--- config.mk ---
export PLATFORM = sky130hd
export DESIGN_NAME = axi4_lite_subordinate
export DESIGN_NICKNAME = d
export VERILOG_FILES = /design/src/rtl/axi4_lite_subordinate_pkg.sv /design/src/rtl/axi4_lite_subordinate.sv
export SDC_FILE = /design/constraint.sdc
export NUM_CORES = 1
export LEC_CHECK = 0
export CORE_MARGIN = 4
export CORE_UTILIZATION = 35
export DETAILED_ROUTE_END_ITERATION = 7
export DONT_BUFFER_PORTS = 1
export HOLD_SLACK_MARGIN = 0.06
export PLACE_DENSITY_LB_ADDON = 0.3
export SYNTH_ARGS = -nofsm -noshare
export SYNTH_HDL_FRONTEND = slang
export SYNTH_SLANG_ARGS = --single-unit
--- constraint.sdc ---
create_clock -name clk -period 2.45 [get_ports clk]
set_clock_uncertainty 0.1 [all_clocks]
set_input_delay 0.735 -clock clk [delete_from_list [all_inputs] [get_ports clk]]
set_output_delay 0.735 -clock clk [all_outputs]
set_load 0.01 [all_outputs]
--- src/rtl/axi4_lite_subordinate_pkg.sv ---
// Shared AXI4-Lite response codes and helpers for subordinate-side blocks.
// Pure definitions: no latency and no flow control.
package axi4_lite_subordinate_pkg;

    typedef logic [1:0] resp_t;

    localparam resp_t RESP_OKAY   = 2'b00;
    localparam resp_t RESP_SLVERR = 2'b10;

    function automatic resp_t resp_of(input logic err);
        return err ? RESP_SLVERR : RESP_OKAY;
    endfunction

endpackage

--- src/rtl/axi4_lite_subordinate.sv ---
// AXI4-Lite to strobe-register bridge, one transaction in flight; strobe in N+1, response in N+2 with reg_ready=1.
// Backpressure: channel readys drop outside IDLE/WR_COLLECT; responses hold until bready/rready; watchdog forces SLVERR.
module axi4_lite_subordinate
    import axi4_lite_subordinate_pkg::*;
#(
    parameter int WIDTH      = 32,
    parameter int ADDR_WIDTH = 8,
    parameter int TIMEOUT    = 16
) (
    input  logic                  clk,
    input  logic                  rst,
    input  logic [ADDR_WIDTH-1:0] awaddr,
    input  logic                  awvalid,
    output logic                  awready,
    input  logic [WIDTH-1:0]      wdata,
    input  logic [WIDTH/8-1:0]    wstrb,
    input  logic                  wvalid,
    output logic                  wready,
    output logic [1:0]            bresp,
    output logic                  bvalid,
    input  logic                  bready,
    input  logic [ADDR_WIDTH-1:0] araddr,
    input  logic                  arvalid,
    output logic                  arready,
    output logic [WIDTH-1:0]      rdata,
    output logic [1:0]            rresp,
    output logic                  rvalid,
    input  logic                  rready,
    output logic                  reg_rd_en,
    output logic                  reg_wr_en,
    output logic [ADDR_WIDTH-3:0] reg_addr,
    output logic [WIDTH-1:0]      reg_wr_data,
    output logic [WIDTH/8-1:0]    reg_wr_strobe,
    input  logic [WIDTH-1:0]      reg_rd_data,
    input  logic                  reg_ready,
    input  logic                  reg_error
);

    localparam logic [2:0] S_IDLE       = 3'd0;
    localparam logic [2:0] S_WR_COLLECT = 3'd1;
    localparam logic [2:0] S_WR_ACCESS  = 3'd2;
    localparam logic [2:0] S_WR_RESP    = 3'd3;
    localparam logic [2:0] S_RD_ACCESS  = 3'd4;
    localparam logic [2:0] S_RD_RESP    = 3'd5;

    localparam int CW = $clog2(TIMEOUT + 1);
    localparam logic [CW-1:0] CNT_LAST = CW'(TIMEOUT - 1);
    localparam logic [CW-1:0] CNT_MAX  = CW'(TIMEOUT);

    logic [2:0]    state;
    logic [CW-1:0] cnt;
    logic          prio_wr;
    logic          have_aw;
    logic          have_w;
    logic          wr_any;
    logic          wr_sel;
    logic          rd_sel;
    logic          aw_hs;
    logic          w_hs;
    logic          ar_hs;
    logic          unused_addr_lsbs;

    // Byte-offset bits carry no meaning for word registers.
    assign unused_addr_lsbs = ^{awaddr[1:0], araddr[1:0]};

    // On a write/read collision only the prioritised side sees ready.
    assign wr_any = awvalid | wvalid;
    assign wr_sel = !arvalid || prio_wr;
    assign rd_sel = !wr_any || !prio_wr;

    always_comb begin
        awready = 1'b0;
        wready  = 1'b0;
        arready = 1'b0;
        if (!rst) begin
            if (state == S_IDLE) begin
                awready = wr_sel;
                wready  = wr_sel;
                arready = rd_sel;
            end else if (state == S_WR_COLLECT) begin
                awready = !have_aw;
                wready  = !have_w;
            end
        end
    end

    assign aw_hs = awvalid & awready;
    assign w_hs  = wvalid & wready;
    assign ar_hs = arvalid & arready;

    assign reg_wr_en = (state == S_WR_ACCESS);
    assign reg_rd_en = (state == S_RD_ACCESS);
    assign bvalid    = (state == S_WR_RESP);
    assign rvalid    = (state == S_RD_RESP);

    always_ff @(posedge clk) begin
        if (rst) begin
            state         <= S_IDLE;
            cnt           <= '0;
            prio_wr       <= 1'b1;
            have_aw       <= 1'b0;
            have_w        <= 1'b0;
            reg_addr      <= '0;
            reg_wr_data   <= '0;
            reg_wr_strobe <= '0;
            rdata         <= '0;
            rresp         <= RESP_OKAY;
            bresp         <= RESP_OKAY;
        end else begin
            case (state)
                S_IDLE, S_WR_COLLECT: begin
                    if (aw_hs) reg_addr <= awaddr[ADDR_WIDTH-1:2];
                    if (w_hs) begin
                        reg_wr_data   <= wdata;
                        reg_wr_strobe <= wstrb;
                    end
                    if ((aw_hs && w_hs) || (state == S_WR_COLLECT && (aw_hs || w_hs))) begin
                        state   <= S_WR_ACCESS;
                        cnt     <= '0;
                        have_aw <= 1'b0;
                        have_w  <= 1'b0;
                    end else if (aw_hs || w_hs) begin
                        state   <= S_WR_COLLECT;
                        have_aw <= aw_hs;
                        have_w  <= w_hs;
                    end else if (ar_hs) begin
                        reg_addr <= araddr[ADDR_WIDTH-1:2];
                        state    <= S_RD_ACCESS;
                        cnt      <= '0;
                    end
                end
                S_WR_ACCESS, S_RD_ACCESS: begin
                    if (cnt < CNT_MAX) cnt <= cnt + 1'b1;
                    if (reg_ready) begin
                        if (state == S_RD_ACCESS) begin
                            rdata <= reg_rd_data;
                            rresp <= resp_of(reg_error);
                            state <= S_RD_RESP;
                        end else begin
                            bresp <= resp_of(reg_error);
                            state <= S_WR_RESP;
                        end
                    end else if (cnt >= CNT_LAST) begin
                        // Watchdog expired: the peripheral never answered.
                        if (state == S_RD_ACCESS) begin
                            rdata <= '0;
                            rresp <= RESP_SLVERR;
                            state <= S_RD_RESP;
                        end else begin
                            bresp <= RESP_SLVERR;
                            state <= S_WR_RESP;
                        end
                    end
                end
                S_WR_RESP: begin
                    if (bready) begin
                        state   <= S_IDLE;
                        prio_wr <= !prio_wr;
                    end
                end
                S_RD_RESP: begin
                    if (rready) begin
                        state   <= S_IDLE;
                        prio_wr <= !prio_wr;
                    end
                end
                default: state <= S_IDLE;
            endcase
        end
    end

endmodule

==> reports/results.txt <==
Outcome - complete, no violations
Initial Util - 35.91%
P_leak - 1.274 nW
Total power - 3.709 mW
Post-layout util - 38.61%
Dpl hpwl - 6068 µm
Final hold violation count - 0
Synthesized area - 3510 µm²
Comb power frac - 23.8%
Vias in the first global route - 2578
Switch Pwr - 1.279 mW
Fin. max-slew vios - 0
N_diodes - 0
Antenna violations before repair - 0
Switch share - 34.50%
# fillers - 989
Ratio of cells with drive above 1 in the final layout - 10.46%
Post-synthesis cell type count - 45
GRT Resource Usage Total - 13.97%
Post-DP Area - 3555 µm²
TritonCTS Buffers - 9
Post-Syn Instances - 399
Clock-pin transition on the worst setup and hold timing paths - 0.09 ns
CTS tree - done
Worst-path fanout max - 10
Internal Power - 2.429 mW
First-pass GRT wire length - 12920 µm
Row cnt - 36
Asr flop ratio synth - 0%
CP Class - reg2out
Final period util - 94.41%
Crit. End Element - output pin
P&R area growth vs syn - 7.522%
TritonRoute pass-1 iters - 4
Hold crit path type - in2reg
Tmin final - 2.313 ns
Grt ovf - 0
Yosys reg bits - 87
Sequential element share of the synthesized area - 49.63%
VDD IR max - 0.3999 mV
Clk_lat worst skew - 0.34 ns
RSZ-0062 raised after global routing - false
Clk sink count - 87
Nets - 482
# IOs - 178
# DRC - 0
Clock Power Share - 26.7%
Final setup viols - 0
Top_reg_cell synth - dfxtp_1
CP arrival - 1.48 ns
Max Cap Violations - 0
Most frequent cells in the layout - 85 x dfxtp_1, 82 x nand2_1, 51 x nor2_1
H-tree lvl count - 3
Die height - 108.1 µm
PortBufs - 0
DR iter-0 viols - 199
Vias per cell - 5.230
Seq pwr share - 49.5%
Area of the core - 9774 µm²
Commonest non-fill, non-tap cell in the layout - dfxtp_1
Relative slew slack - 61.83%
Pin count of the biggest net entering global routing - 91
Final Cell Area - 3774 µm²
Worst Max-Slew Pin Slew - 0.5725 ns
Vias post-DR - 2746
Die area - 11690 µm²
Clk Tree Root Cell - clkbuf_8
Yosys warns - 0
Worst hold slack - 0.3470 ns
Avg Inst Size Synth - 8.796 µm²
Setup TNS - 0 ns
Routability congestion estimate from global placement - 0.7486
Critical path required time - 1.62 ns
Routed Antenna Nets - 0
Clk buf depth - 2
Avg WL per Cell - 16.09 µm
Max Fclk - 432.3 MHz
CP Launch Type - register
DRT Wirelength - 8447 µm
Number of flops mapped to enable cells by yosys - 0
Die width - 108.1 µm
PD cells - 982.8 nW/µm²
Yosys cell counts, types with 2 or more instances:
library cell  count  area, µm²
o32ai_1           3      26.28
clkbuf_1         13      48.80
xnor2_1           2      17.52
buf_2             5      25.02
o22ai_1           2      12.51
a21oi_1          47      235.2
and3_1            2      12.51
dfxtp_1          87       1742
mux2i_1           3      30.03
a22oi_1          41      307.8
nor2b_1           3      18.77
ha_1              2      25.02
mux2_4            2      30.03
nor2_1           52      195.2
buf_6             7      78.83
nand2b_1          6      37.54
inv_1             5      18.77
o21ai_0           2      10.01
buf_4             6      45.04
nand2_1          82      307.8
nor3_1            2      10.01
a211oi_1          2      15.01
per-stage QoR:
stage	setup slack, ns	cells
after global routing	0.02369	525
after floorplan	0.1339	400
after CTS	0.05595	525
after global placement	0.2398	508
after detailed placement	0.1360	508
final	0.1370	525
flip-flops by register name (all words and copies together), names as in the netlist:
name,count
have_w,1
prio_wr,1
reg_wr_data,32
bresp,1
reg_addr,6
cnt,5
rdata,32
reg_wr_strobe,4
state,3
rresp,1
have_aw,1
worst max-delay path: stages (launching register included):
cell and delay, ns:
dfxtp_1 0.62, nand2b_1 0.20, nor2_1 0.31
area by class of cell:
class,count,area (µm²),share of cell area (%)
sequential,87,1744,46.22
inverter,6,22.52,0.5968
multi-input combinational,276,1565,41.48
tap,133,166.4,4.410
timing repair buffer,7,77.57,2.056
clock buffer,10,127.6,3.382
clock inverter,6,70.07,1.857
logic make-up (layout without fill, tap and decap cells):
logic type | after synthesis | count (layout) | share of synthesized area (%)
and+or+nand+nor | 153 | 153 | 18.22
AOI/OAI and AO/OA | 111 | 111 | 22.60
DFF | 87 | 87 | 49.63
buffers and inverters | 37 | 29 | 6.274
muxes | 5 | 5 | 1.711
xor gates and xnor gates | 3 | 3 | 0.7488
adders and majority gates | 2 | 2 | 0.7129
other | 1 | 2 | 0.1068
routing by layer:
layer  share of wire (%)  track usage (%)
met5                   0                0
met4                 1.8            6.132
met3                  12            5.552
met2                  45            21.94
met1                  41            16.92
power by group through the flow:
stage	sequential, mW	clock (mW)	combinational [mW]
2_1_floorplan	1.77	0	0.832
3_3_place_gp	1.86	0	0.836
3_5_place_dp	1.87	0	0.870
4_1_cts	1.84	1.04	0.883
5_1_grt	1.87	1.10	0.997
6_report	1.84	0.992	0.881
repair_timing:
item | 4_1_cts | 5_1_grt
pin swaps | 1 | 0
buffers inserted | 1 | 0
endpoints found under the setup margin | 2 | 33
resized for setup | 2 | 3
hold buffers | 0 | 0
worst paths after layout:
path	cells after the start	end	from	slack, ns
worst max-delay path	2	bvalid	state[1]	0.14
worst max register to register	8	rdata[27]	cnt[0]	0.23
worst min register to register	2	reg_wr_data[29]	reg_wr_data[29]	0.40
worst min-delay path	1	rdata[20]	rst	0.35
Power figures use the tool's default switching activity.
